<file path="config.mk">
export PLATFORM = sky130hd
export DESIGN_NAME = switch_rr_allocator
export DESIGN_NICKNAME = d
export VERILOG_FILES = /design/src/rtl/switch_rr_allocator.sv
export SDC_FILE = /design/constraint.sdc
export NUM_CORES = 1
export LEC_CHECK = 0
export CAP_MARGIN = 20
export CELL_PAD_IN_SITES_DETAIL_PLACEMENT = 0
export CELL_PAD_IN_SITES_GLOBAL_PLACEMENT = 2
export CORE_MARGIN = 2
export CORE_UTILIZATION = 32
export DETAILED_ROUTE_END_ITERATION = 12
export PLACE_DENSITY_LB_ADDON = 0.05
export SLEW_MARGIN = 25
export SYNTH_ARGS = -nofsm -noshare
export SYNTH_HDL_FRONTEND = slang
export SYNTH_SLANG_ARGS = --single-unit
export TNS_END_PERCENT = 5
</file>
<file path="constraint.sdc">
create_clock -name clk -period 2.6 [get_ports clk]
set_input_delay 0.52 -clock clk [delete_from_list [all_inputs] [get_ports clk]]
set_output_delay 0.52 -clock clk [all_outputs]
set_load 0.01 [all_outputs]
</file>
<file path="src/rtl/switch_rr_allocator.sv">
// rtl/switch_rr_allocator.sv - per-output round-robin switch allocator with held grants
module switch_rr_allocator #(
  parameter int INPUTS        = 4,
  parameter int OUTPUTS       = 4,
  parameter int REQUEST_WIDTH = 2
) (
  input  logic                                    clk,
  input  logic                                    rst,
  input  logic [INPUTS-1:0]                       reqValid,
  input  logic [INPUTS-1:0][REQUEST_WIDTH-1:0]    reqDest,
  input  logic [INPUTS-1:0]                       reqRelieve,
  output logic [INPUTS-1:0]                       grant,
  output logic [INPUTS-1:0]                       portReserved,
  output logic [OUTPUTS-1:0][REQUEST_WIDTH-1:0]   routeSelect,
  output logic [OUTPUTS-1:0]                      outputBusy
);

  typedef enum logic {IDLE, BUSY} state_t;

  state_t                   state_q [OUTPUTS];
  state_t                   state_d [OUTPUTS];
  logic [REQUEST_WIDTH-1:0] owner_q [OUTPUTS];
  logic [REQUEST_WIDTH-1:0] owner_d [OUTPUTS];
  logic [REQUEST_WIDTH-1:0] ptr_q   [OUTPUTS];
  logic [REQUEST_WIDTH-1:0] ptr_d   [OUTPUTS];

  logic [INPUTS-1:0]                     grant_d;
  logic [INPUTS-1:0]                     reserved_d;
  logic [OUTPUTS-1:0]                    busy_d;
  logic [OUTPUTS-1:0][REQUEST_WIDTH-1:0] route_d;

  always_comb begin
    int   idx;
    int   win;
    logic found;
    grant_d    = '0;
    reserved_d = portReserved;
    busy_d     = outputBusy;
    route_d    = routeSelect;
    idx        = 0;
    win        = 0;
    found      = 1'b0;
    for (int o = 0; o < OUTPUTS; o++) begin
      state_d[o] = state_q[o];
      owner_d[o] = owner_q[o];
      ptr_d[o]   = ptr_q[o];
      found      = 1'b0;
      win        = 0;
      case (state_q[o])
        IDLE: begin
          // Scan from the pointer; reserved inputs are never candidates,
          // which also keeps a releasing input from winning on its release edge.
          for (int k = 0; k < INPUTS; k++) begin
            idx = (int'(ptr_q[o]) + k) % INPUTS;
            if (!found && reqValid[idx] && !portReserved[idx] &&
                int'(reqDest[idx]) == o) begin
              found = 1'b1;
              win   = idx;
            end
          end
          if (found) begin
            state_d[o]      = BUSY;
            owner_d[o]      = REQUEST_WIDTH'(win);
            route_d[o]      = REQUEST_WIDTH'(win);
            busy_d[o]       = 1'b1;
            reserved_d[win] = 1'b1;
            grant_d[win]    = 1'b1;
          end
        end
        BUSY: begin
          if (reqRelieve[owner_q[o]]) begin
            state_d[o]               = IDLE;
            busy_d[o]                = 1'b0;
            reserved_d[owner_q[o]]   = 1'b0;
            ptr_d[o]                 = REQUEST_WIDTH'((int'(owner_q[o]) + 1) % INPUTS);
          end
        end
        default: state_d[o] = IDLE;
      endcase
    end
  end

  always_ff @(posedge clk) begin
    if (rst) begin
      grant        <= '0;
      portReserved <= '0;
      routeSelect  <= '0;
      outputBusy   <= '0;
      for (int o = 0; o < OUTPUTS; o++) begin
        state_q[o] <= IDLE;
        owner_q[o] <= '0;
        ptr_q[o]   <= '0;
      end
    end else begin
      grant        <= grant_d;
      portReserved <= reserved_d;
      routeSelect  <= route_d;
      outputBusy   <= busy_d;
      for (int o = 0; o < OUTPUTS; o++) begin
        state_q[o] <= state_d[o];
        owner_q[o] <= owner_d[o];
        ptr_q[o]   <= ptr_d[o];
      end
    end
  end

endmodule

</file>
Yosys cells after proc, flatten, opt, wreduce, memory -nomap -nowiden

Memory sizes are Yosys's and may differ from the RTL's.
Index checks and enable logic that the tools add are counted.
Widths: inputs -> output; s select.

$add $sub $neg: 16
$lt $le $gt $ge: 32
Muxes and demuxes: 283
Bitwise logic cells: 43
Reduce and logical (&&, ||, !) cells: 104
Equal/unequal tests: 20

Operator list:

| cell                | count |
|---|---|
| $mux 32             | 16 |
| $ge 32x1->1 const B | 4 |
| $lt 32x4->1 const B | 4 |
| $mux 1              | 123 |
| $mux 2              | 56 |
| $bmux 1 s2          | 36 |
| $bmux 2 s2          | 16 |
| $mux 4              | 16 |
| $logic_and 1x1->1   | 52 |
| $lt 3x4->1 const B  | 12 |
| $pmux 4 s2          | 4 |
| $logic_not 1->1     | 28 |
| $or 4x4->4          | 7 |
| $lt 2x3->1 const B  | 8 |
| $reduce_or 2->1     | 12 |
| $add 2x1->2 const B | 8 |
| $add 2x2->2 const B | 8 |
| $and 4x4->4         | 4 |
| $demux 1 s2         | 8 |
| $eq 2x2->1 const B  | 8 |
| $not 4->4           | 4 |
| $pmux 1 s2          | 8 |
| $reduce_and 2->1    | 8 |
| $and 1x1->1 const A | 12 |
| 7 further kinds     | 36 |

Bits of input ports: 18
Logic and storage cells: 511
RAM bits: 20
Flip-flop bits (word level): 20
Output and inout port bits: 20
Memories: 3

Memory list:

| memory  | depth | bits a word | read ports | clocked after Yosys merged registers in | write ports | RTL line | source |
|---|---|---|---|---|---|---|---|
| owner_q | 4     | 2           | 4          | 0                                       | 4           | 22       | `logic [REQUEST_WIDTH-1:0] owner_q [OUTPUTS];` |
| ptr_q   | 4     | 2           | 4          | 0                                       | 4           | 24       | `logic [REQUEST_WIDTH-1:0] ptr_q [OUTPUTS];` |
| state_q | 4     | 1           | 4          | 0                                       | 4           | 20       | `state_t state_q [OUTPUTS];` |

Logic depth before layout (Yosys ltp)

Gate-level depths: netlist of the first run.

Depth in word-level cells: 41
Gate-level depth with buffers: 7
Depth with buffers taken out: 7

Worst setup path before layout of the first run

No wires, ideal clock.

Path type: input-to-reg
From: input reqDest[6] (netlist name)
To: register portReserved[2]
Setup slack: 0.455 ns
Buffers on the path: 0
Setup time: 0.129 ns
Arrival: 2.016 ns
Stages on the path: 6
Required time: 2.471 ns
Cell sequence: or4b_4 -> o21bai_1 -> a211o_1 -> a32o_1 -> a32oi_1 -> o22ai_1

Word-level cells in the longest chain between the ends: 40
Elaborated cells between the ends (all ways): 202
Those cells by class: order compare: 8; eq/ne: 12; mux: 115; bitwise: 7; reduce/logical: 60

Ends and longest elaborated chain:

| element                                                    | RTL line | source |
|---|---|---|
| start: declaration                                         | 10       | `input logic [INPUTS-1:0][REQUEST_WIDTH-1:0] reqDest,` |
| $bmux 2 s2                                                 | 56       | `int'(reqDest[idx]) == o) begin` |
| $mux 2 (implied by the code)                               | 56       |  |
| $logic_not 2->1                                            | 56       |  |
| $logic_and 1x1->1                                          | 55       | `if (!found && reqValid[idx] && !portReserved[idx] &&` |
| $mux 1                                                     | 55       |  |
| $mux 1                                                     | 49       | `case (state_q[o])` |
| $logic_not 1->1                                            | 55       |  |
| $logic_and 1x1->1 (3 in a row)                             | 55       |  |
| (+22 left out)                                             | --       |  |
| $mux 4, on equally long branches                           | 71, 61   |  |
| $pmux 4 s2                                                 | 49       |  |
| $and 4x4->4 (no line) / $or 4x4->4 (equally long branches) | --       |  |
| $mux 4, on equally long branches                           | 71, 61   |  |
| $pmux 4 s2                                                 | 49       |  |
| $and 4x4->4 (no line) / $or 4x4->4 (equally long branches) | --       |  |
| $mux 4, on equally long branches                           | 71, 61   |  |
| $pmux 4 s2 (*)                                             | 49       |  |
| end signal: assignment                                     | 96       | `portReserved <= reserved_d;` |
| end: declaration                                           | 13       | `output logic [INPUTS-1:0] portReserved,` |

Every way passes the cells marked *; elsewhere a longest branch is shown, timed or not. The select of a mux whose other input is x is not followed.
A chain may end at the register's enable or synchronous reset.

Worst setup path after layout of the first run

From: input reqDest[7] (netlist name)
To: register portReserved[3]

Same word-level chain as after synthesis.

==> impl_metrics.tcl, run 1 <==
set metrics [dict create \
    status "complete, no violations" \
    slew_violations 0 \
    tightest_slew_ns 0.673 \
    synth-xor-area-share_pct 0 \
    syn_inst 269 \
    crit_chain "clkdlybuf4s50_1 -> and4bb_2 -> nor4_1 -> or2_2 -> nor2_1 -> a222oi_1 -> o22ai_1" \
    ys_seq_area_share_pct 28.3 \
    max_freq_mhz 389 \
    post-route-drc-count 0 \
    p_clk_share_pct 25.3 \
    maxCapViolCount 0 \
    required_ns 2.76 \
    async_reset_ff_share_pct 0 \
    cts_buffers 5 \
    drt.antenna.violating_nets 0 \
    synth_cell_types 54 \
    syn_area_um2 2270 \
    cp_slowest_stage_delay_ns 0.58 \
    synth-edff-count 0 \
    path_delay_family "simple AND/OR/NAND/NOR gates" \
    insertion_delay_ns 0.28 \
    grt_max_degree 37 \
    cts_buffer_depth 2 \
    synthMuxAreaShare_pct 4.86 \
    grt_first_pass_wirelength_um 11000 \
    hold_path_class "reg2reg" \
    synthFlopType "dfxtp_1" \
    globalplace.congestion 0.825 \
    antenna_found_initial 0 \
    cts_sinks 32 \
    first_iter_violations 118 \
    placed_cell_area_um2 3030 \
    area_growth_pct 38.2 \
    cp_slowest_cell "nor4_1" \
    combPwrFrac_pct 36.5 \
    synth_top_family_by_area "simple AND/OR/NAND/NOR gates" \
    internal-power_uw 1080 \
    initial_core_util_pct 33.2 \
    total_power_uw 1610 \
    slew_headroom_pct 54.7 \
    drive_above_1_share_pct 18.0 \
    final_area_um2 3130 \
    coreArea_um2 6830 \
    finalClockSkew_ns 0.00704 \
    ff_latch_area_um2 641 \
    grt_pass1_vias 2106 \
    end_kind "flip-flop" \
    fin_nets 378 \
    ios 38 \
    synthAdderAreaFrac_pct 9.72 \
    syn_nets 303 \
    die_h_um 88.2 \
    arrival_ns 2.74 \
    period_minus_slack_ns 2.57 \
    final_cells 441 \
    multi_input_area_um2 1540 \
    setup_viol 0 \
    period_share_pct 99.0 \
    first_pass_iters 4 \
    ys.warnings.count 0 \
    cts_root_buffer "clkbuf_8" \
    crit_type "in2reg" \
    wl_per_cell_um 15.9 \
    grt_usage_pct 18.5 \
    die_w_um 88.2 \
    hold_viol 0 \
    overflow 0 \
    fill_cells 715 \
    avgSynthCellArea_um2 8.42 \
    clk_pin_slew_ns 0.07 \
    yosys.area_share.simple_pct 31.5 \
    die_area_um2 7770 \
    avgViaCountPerCell 5.21 \
    cellLeakagePower_uw 0.00120 \
    row_count 30 \
    switching_share_pct 33.2 \
    p_sw_uw 535 \
    p_seq_share_pct 38.2 \
    rsz0062_at_grt "true" \
    cp_max_fo 6 \
    crit_buf_inv 1 \
    synth-compound-area-share_pct 21.1 \
    finish.utilization_pct 45.8 \
    start_kind "input port" \
    insertedDiodeCount 0 \
    ir_drop_uv 280 \
    postRouteWirelength_um 7000 \
    ys_ff_latch 32 \
    htreeDepth 2 \
    power.density_nw_per_um2 515 \
    vias 2298 \
    dpl.hpwl_um 5450 \
    dp.cells 433 \
    cts_tree "built" \
    port_buffers 37 \
]
==> layout make-up <==
| cell class | instances | area share, % |
|---|---|---|
| Clock buffer | 8 | 2.88 |
| Timing Repair Buffer | 78 | 21.7 |
| Inverter | 17 | 2.04 |
| Tap cell | 96 | 3.84 |
| Sequential cell | 32 | 20.5 |
| Multi-Input combinational cell | 210 | 49.1 |
==> cells in the final DEF (no fill, tap or decap), drive strengths merged, types with 5 or more instances in the layout <==
master,netlist,layout
a22oi,5,5
clkdlybuf4s50,0,36
nor3,7,7
and3,5,5
nand2,21,21
nor2,30,30
buf,2,41
a211oi,9,9
dfxtp,32,32
nand3,9,9
a21oi,18,18
inv,17,17
nand4bb,5,5
clkbuf,8,8
ha,16,16
o22ai,5,5
a32oi,5,5
and4bb,6,6
==> registers in the layout, indices dropped and copies added (netlist names) <==
register      count
grant             4
outputBusy        4
routeSelect       8
ptr_q             8
state_q           4
portReserved      4
==> timing repair <==
item,4_1_cts,5_1_grt
hold buffers,0,0
setup buffers,0,0
endpoints found under the setup margin,0,6
gates resized for setup,0,4
==> layer usage <==
metal	vias up	part of all wire, %	routed length, um	GRT usage [%]
met3	9	3.6	252	3.11
met5	-	0	0	0
met1	1066	52	3640	26.5
met2	49	43	2980	28.7
met4	0	1.6	114	4.96
li1	1174	-	-	-
==> cell families after synthesis <==
family,after synthesis
muxes,6
AOI/OAI and AO/OA,67
DFF,32
adders and majority gates,18
buffers and inverters,27
and+or+nand+nor,119
==> synth_stat cells, types with 3 or more instances <==
cell type | instances | area share (%)
nand3_1 | 9 | 2.0
and2_1 | 4 | 1.1
and3_1 | 5 | 1.4
a211oi_1 | 9 | 3.0
nand2_1 | 21 | 3.5
a32oi_1 | 5 | 1.9
nand4_1 | 4 | 1.1
nor3_1 | 7 | 1.5
dfxtp_1 | 32 | 28
a222oi_1 | 3 | 1.3
nor2b_1 | 4 | 1.1
or4b_1 | 3 | 1.3
mux4_2 | 4 | 4.0
ha_1 | 16 | 8.8
clkbuf_1 | 8 | 1.3
and4b_1 | 4 | 1.8
a22oi_1 | 5 | 1.7
nand4bb_1 | 5 | 2.5
nor2_1 | 30 | 5.0
a21oi_1 | 18 | 4.0
nand2b_1 | 3 | 0.83
inv_1 | 17 | 2.8
and4bb_2 | 5 | 2.8
o22ai_1 | 5 | 1.4
a31oi_1 | 4 | 1.1
==> worst register-to-register path, cell delays in order (launching register included) <==
cell and delay (ns):
dfxtp_1 0.51, and4bb_2 0.30, nor4_1 0.58, or2_2 0.24
nor2_1 0.10, a222oi_1 0.35, o22ai_1 0.10
==> power groups by stage <==
stage	Clock, uW	Sequential (uW)	Combinational, uW
5_1_grt	443	628	647
3_5_place_dp	0	629	584
3_3_place_gp	0	628	585
2_1_floorplan	0	627	293
4_1_cts	417	618	589
6_report	407	616	589
==> per-stage QoR <==
step / setup TNS [ns] / hold WS, ns / setup slack [ns]
after detailed placement: -1.45 / 0.455 / -0.204
final: 0 / 0.467 / 0.0267
after global placement: -1.38 / 0.455 / -0.195
after global routing: -0.00574 / 0.498 / -0.00460
after CTS: 0 / 0.471 / 0.0726
after floorplan: 0 / 0.438 / 0.455
==> path summary, 6_finish.rpt <==
kind	start	slack, ns	cells past startpoint	end
setup reg to reg	portReserved[3]$_SDFF_PP0_	0.31	6	portReserved[3]$_SDFF_PP0_
setup / recovery	reqDest[7]	0.03	7	portReserved[3]$_SDFF_PP0_
hold reg to reg	outputBusy[2]$_SDFFE_PP0P_	0.47	2	outputBusy[2]$_SDFFE_PP0P_
hold / removal	outputBusy[2]$_SDFFE_PP0P_	0.47	2	outputBusy[2]$_SDFFE_PP0P_
(Power assumes the default switching activity.)
==> run 2: changes to the inputs <==
- CAP_MARGIN: 20 -> unset
==> results of run 2 <==
No change in the layout: final DEF, timing and power equal those of run 1.
==> RTL edit 1: new RTL, settings of run 2 <==
Change the parameter `OUTPUTS` from 4 to 8.
--- a/src/rtl/switch_rr_allocator.sv
+++ b/src/rtl/switch_rr_allocator.sv
@@ -1,7 +1,7 @@
 // rtl/switch_rr_allocator.sv - per-output round-robin switch allocator with held grants
 module switch_rr_allocator #(
   parameter int INPUTS        = 4,
-  parameter int OUTPUTS       = 4,
+  parameter int OUTPUTS       = 8,
   parameter int REQUEST_WIDTH = 2
 ) (
   input  logic                                    clk,
Ports: changed (resized outputBusy and routeSelect); port bits go from 38 to 50. No check against the original RTL was run, so the function may have changed too.
==> RTL edit 1 against run 2 <==
- area after synthesis is 14% higher
- final area increased by 9.7%
- power increased by 19%
- wire length up 9.8%
- register-to-register slack better by 0.19 ns
- sequential share of layout area rose by 2.8 points
- sequential cell count rose by 8
- worst setup slack improved by 0.21 ns
- clock power rose by 39%
- clock skew fell by 0.00084 ns
- synthesized cell count grew 8.6%
- core utilization fell by 1.6 points
- largest cell class unchanged
==> RTL edit 1: results (changes against run 2) <==
outcome=finished clean (unchanged); placed wire-length estimate=6.114 mm (was 5.452 mm); RePlAce Congestion=0.7811 (was 0.8251); register area share after synthesis=31.04% (was 28.27%); vias in the first global route=2224 (was 2106); CP max stage cell=clkdlybuf4s50_1 (was nor4_1); slew margin rel.=65.61% (was 54.71%); Total Wirelength=7.683 mm (was 6.995 mm); Worst Path Arrival=2.57 ns (was 2.74 ns); CP Max Fanout=6 (unchanged); worst min path class=reg -> reg (unchanged); Antenna diodes=0 (unchanged); DR pass1 iterations=4 (unchanged); synth warn=0 (unchanged); Peak supply drop=0.2579 mV (was 0.2799 mV); synth top area cells=dfxtp_1 (31%), ha_1 (7.8%), nor2_1 (4.8%), a21oi_1 (4.3%), a211oi_1 (3.5%) (was dfxtp_1 (28%), ha_1 (8.8%), nor2_1 (5.0%), a21oi_1 (4.0%), mux4_2 (4.0%)); FILL cells=803 (was 715); Synth cell types=59 (was 54); Setup Buffers After CTS=0 (unchanged); Crit path largest cell delay=0.53 ns (was 0.58 ns); Leakage Power=1.326 nW (was 1.198 nW); R2R depth=7 (was 6); initial antenna violation count=0 (unchanged); NumNets Final=400 (was 378); layout cells sized above 1=17.17% (was 17.97%); Clock Latency Late Sink=0.30 ns (was 0.28 ns); top post-synthesis cells by count=dfxtp_1 (40), nor2_1 (33), inv_1 (23), a21oi_1 (22), ha_1 (16) (was dfxtp_1 (32), nor2_1 (30), nand2_1 (21), a21oi_1 (18), inv_1 (17)); Avg Vias per Cell=5.058 (was 5.211); CTS H-Tree Depth=2 (unchanged); Clock Skews=0.006200 ns (was 0.007043 ns); Min-Delay Path Depth=2 (unchanged); number of DRC markers in iteration 0=123 (was 118); # port buffers=41 (was 37); global-route wire length before repair=12.00 mm (was 10.98 mm); largest net degree at the start of global routing=24 (was 37); worst slack, placed=-0.07626 ns (was -0.2041 ns); GRT Overall Usage=17.84% (was 18.46%)
-- RTL edit 1: final timing paths --
| kind | from | endpoint | slack (ns) |
|---|---|---|---|
| worst max-delay path | reqDest[3] | portReserved[3] | 0.24 |
| worst min-delay path | outputBusy[7] | outputBusy[7] | 0.43 |
| worst max register to register | portReserved[0] | portReserved[0] | 0.50 |
| worst min register to register | outputBusy[7] | outputBusy[7] | 0.43 |
-- RTL edit 1: power by group --
part / leakage [nW] / switching [mW] / internal (mW) / total [mW]
logic: 0.934 / 0.283 / 0.314 / 0.597
clock network: 0.0645 / 0.228 / 0.339 / 0.567
registers: 0.327 / 0.0792 / 0.672 / 0.751
-- RTL edit 1: layer usage --
| metal | track usage [%] | part of all wire, % | vias up |
|---|---|---|---|
| li1 | - | - | 1213 |
| met1 | 24.95 | 51 | 1106 |
| met2 | 28.57 | 44 | 44 |
| met3 | 2.809 | 3.7 | 9 |
| met4 | 4.589 | 1.4 | 0 |
| met5 | 0 | 0 | - |
-- RTL edit 1: cells by family after synthesis --
| group | after synthesis | synth area share (%) |
|---|---|---|
| AOI/OAI and AO/OA | 82 | 22.79 |
| DFF | 40 | 31.04 |
| and+or+nand+nor | 104 | 25.51 |
| adders and majority gates | 16 | 7.759 |
| buffers and inverters | 42 | 7.953 |
| other | 1 | 0.1454 |
| muxes | 7 | 4.801 |
-- RTL edit 1: stage by stage --
stage	instance area, sq um	cells	setup TNS [ns]
global route	3437	469	0
CTS	3437	469	0
floorplan	2606	299	0
global placement	3311	461	-0.5265
detailed placement	3311	461	-0.2151
finish	3437	469	0
-- RTL edit 1: layout make-up --
class                   count  area share (%)
multi-input cells         217           46.56
flip-flops and latches     40           23.30
repair buffers             79           20.24
well taps                 102           3.713
clock buffers               7           2.803
inverters                  23           2.512
clock inverters             1          0.8737
-- RTL edit 1: worst max-delay path: cells and delay by family --
kind / cells / cell delay, ns
compound gates: 5 / 1.03
buf+inv: 2 / 0.72
simple gates: 1 / 0.31
==> RTL edit 2: new RTL, flow settings as in run 2 <==
Made on the original files. Make the reset (`rst`) asynchronous in one clocked block.
--- a/src/rtl/switch_rr_allocator.sv
+++ b/src/rtl/switch_rr_allocator.sv
@@ -80,7 +80,7 @@
     end
   end
 
-  always_ff @(posedge clk) begin
+  always_ff @(posedge clk or posedge rst) begin
     if (rst) begin
       grant        <= '0;
       portReserved <= '0;
Check against the original RTL: not settled (the Yosys comparison gave no result); the edit may change what the design does.
==> RTL edit 2 against run 2 <==
- area after synthesis up 1.9%
- register-to-register slack better by 0.11 ns
- core utilization is 0.31 points higher
- count of clock-buffer cells in the layout fell by 2
- worst hold slack better by 0.013 ns
- final area rose by 1.2%
- wire length shrank 4.7%
- sequential cell count unchanged
- worst setup slack better by 0.077 ns
- critical endpoint is now portReserved[1]
- largest cell class unchanged
- highest routed layer unchanged
Power is not compared: it rests on default switching activity, and its combinational part moved more than twofold at a synthesized area within 25%.
==> RTL edit 2: results (changes against run 2) <==
Slew @ Worst Pin=0.5142 ns (was 0.6731 ns); final hold slack=0.4791 ns (was 0.4665 ns); endpoint of the worst register-to-register path=portReserved[1] (was portReserved[3]); FILL cells=686 (was 715); Peak supply drop=0.5028 mV; Clock Latency Late Sink=0.29 ns; layout cells sized above 1=23.51% (was 17.97%); Antenna diodes=0 (unchanged); clock-pin slew on the worst setup and hold paths=0.07 ns (about the same); R2R depth=7 (was 6); Clock Skews=0.008679 ns (was 0.007043 ns); root buf cell=clkbuf_8 (unchanged); placed wire-length estimate=5.263 mm (was 5.452 mm); Hold Path Sink=outputBusy[0] (was outputBusy[2]); DR pass1 iterations=5 (was 4); top post-synthesis cells by count=dfrtp_1 (32), nand2_1 (30), inv_1 (20), o21ai_0 (17) (was dfxtp_1 (32), nor2_1 (30), nand2_1 (21), a21oi_1 (18), inv_1 (17)); Worst Path Arrival=2.70 ns (was 2.74 ns); register area share after synthesis=34.69% (was 28.27%); WL/cell=16.07 um (was 15.86 um); synthesized net count=272 (was 303); Post-synth ARST share=100.0% (was 0%); Worst R2R Setup Slack=0.42 ns (was 0.31 ns); top flop regs=owner_q x8, ptr_q x8 (was ptr_q x8, routeSelect x8); synth warn=0 (unchanged); Leakage Power=1.393 nW; outcome=finished clean (unchanged); Avg Vias per Cell=5.120 (was 5.211); GRT Overall Usage=17.97% (was 18.46%); number of DRC markers in iteration 0=95 (was 118); top cell type's share of synthesized area=34.69% (was 28.27%); largest net degree at the start of global routing=33 (was 37); CP Max Fanout=6 (unchanged); vias in the first global route=2028 (was 2106); Sw Share=41.64%; Hold Startpoint=outputBusy[0] (was outputBusy[2]); Synth cell types=56 (was 54); RePlAce Congestion=0.7855 (was 0.8251); Min-Delay Path Depth=2 (unchanged); cts bufs inserted=5 (unchanged); initial antenna violation count=0 (unchanged); synth top area cells=dfrtp_1 (35%), ha_1 (8.7%), nand2_1 (4.9%), o21ai_0 (3.7%), inv_1 (3.3%) (was dfxtp_1 (28%), ha_1 (8.8%), nor2_1 (5.0%), a21oi_1 (4.0%), mux4_2 (4.0%)); global-route wire length before repair=10.71 mm (was 10.98 mm); NumNets Final=352 (was 378); Worst R2R Start=portReserved[1] (was portReserved[3])
## RTL edit 2: cell types whose count changed after synthesis, moves of 8 or more
cell,delta
dfrtp_1,+32
dfxtp_1,-32
clkbuf_1,-8
nand2_1,+9
o21ai_0,+15
nor2_1,-14
a211oi_1,-8
## RTL edit 2: repair_timing
| action | in CTS | in global routing |
|---|---|---|
| setup buffers | 0 | 4 |
| gates resized for setup | 0 | 1 |
| endpoints found under the setup margin | 0 | 1 |
## RTL edit 2: area by class of cell
| type | instances | area share [%] |
|---|---|---|
| Clock buffer | 6 | 2.605 |
| Clock inverter | 2 | 0.3157 |
| Inverter | 20 | 2.368 |
| Multi-Input combinational cell | 184 | 44.99 |
| Sequential cell | 32 | 25.26 |
| Tap cell | 96 | 3.788 |
| Timing Repair Buffer | 75 | 20.68 |
## RTL edit 2: per-stage QoR
stage	TNS (ns)	setup slack, ns	power, mW	area, sq um	instances
2_1_floorplan	0	0.5520	1.831	2308	238
3_3_place_gp	-0.4708	-0.2163	2.597	3044	403
3_5_place_dp	-0.4429	-0.1848	2.595	3044	403
4_1_cts	0	0.1121	3.010	3137	411
5_1_grt	-0.007345	-0.007345	3.266	3171	415
6_report	0	0.1040	2.998	3171	415
## RTL edit 2: how the worst max path moves through the flow
stage / from / end / slack [ns] / cells past startpoint
floorplan: reqDest[4] / portReserved[0] / 0.55 / 6
global placement: reqDest[3] / portReserved[0] / -0.22 / 8
detailed placement: reqDest[4] / portReserved[0] / -0.18 / 6
CTS: reqDest[4] / portReserved[0] / 0.11 / 6
global route: reqDest[3] / portReserved[0] / -0.007 / 8
finish: reqDest[3] / portReserved[1] / 0.10 / 9
## RTL edit 2: critical path, cell delays in order
cell             delay [ns]
clkdlybuf4s50_1        0.45
buf_4                  0.16
nor4b_4                0.33
buf_4                  0.17
a211oi_2               0.04
o32ai_2                0.46
nor3b_2                0.28
o21ai_1                0.11
a211oi_2               0.17
## RTL edit 2: logic make-up (layout without fill, tap and decap cells)
logic type	Yosys count	after routing	synth area share, %
buffers and inverters	22	103	3.686
flip-flops	32	32	34.69
AND/OR/NAND/NOR	87	87	24.28
adder cells (fa/ha/maj)	16	16	8.672
multiplexers	7	7	4.824
AO/OA/AOI/OAI	74	74	23.85
## RTL edit 2: metal layers
metal	global-route usage, %	vias up	share of wire [%]
li1	-	1051	-
met1	27.87	1030	53
met2	26.19	39	42
met3	2.955	5	4.0
met4	4.071	0	1.0
met5	0	-	0
## RTL edit 2: power by group through the flow
stage / Clock (mW) / Combinational [mW] / Sequential, mW
after floorplan: 0 / 0.792 / 1.04
after global placement: 0 / 1.54 / 1.06
after detailed placement: 0 / 1.54 / 1.06
after CTS: 0.415 / 1.55 / 1.05
after global routing: 0.435 / 1.73 / 1.10
final: 0.402 / 1.54 / 1.05
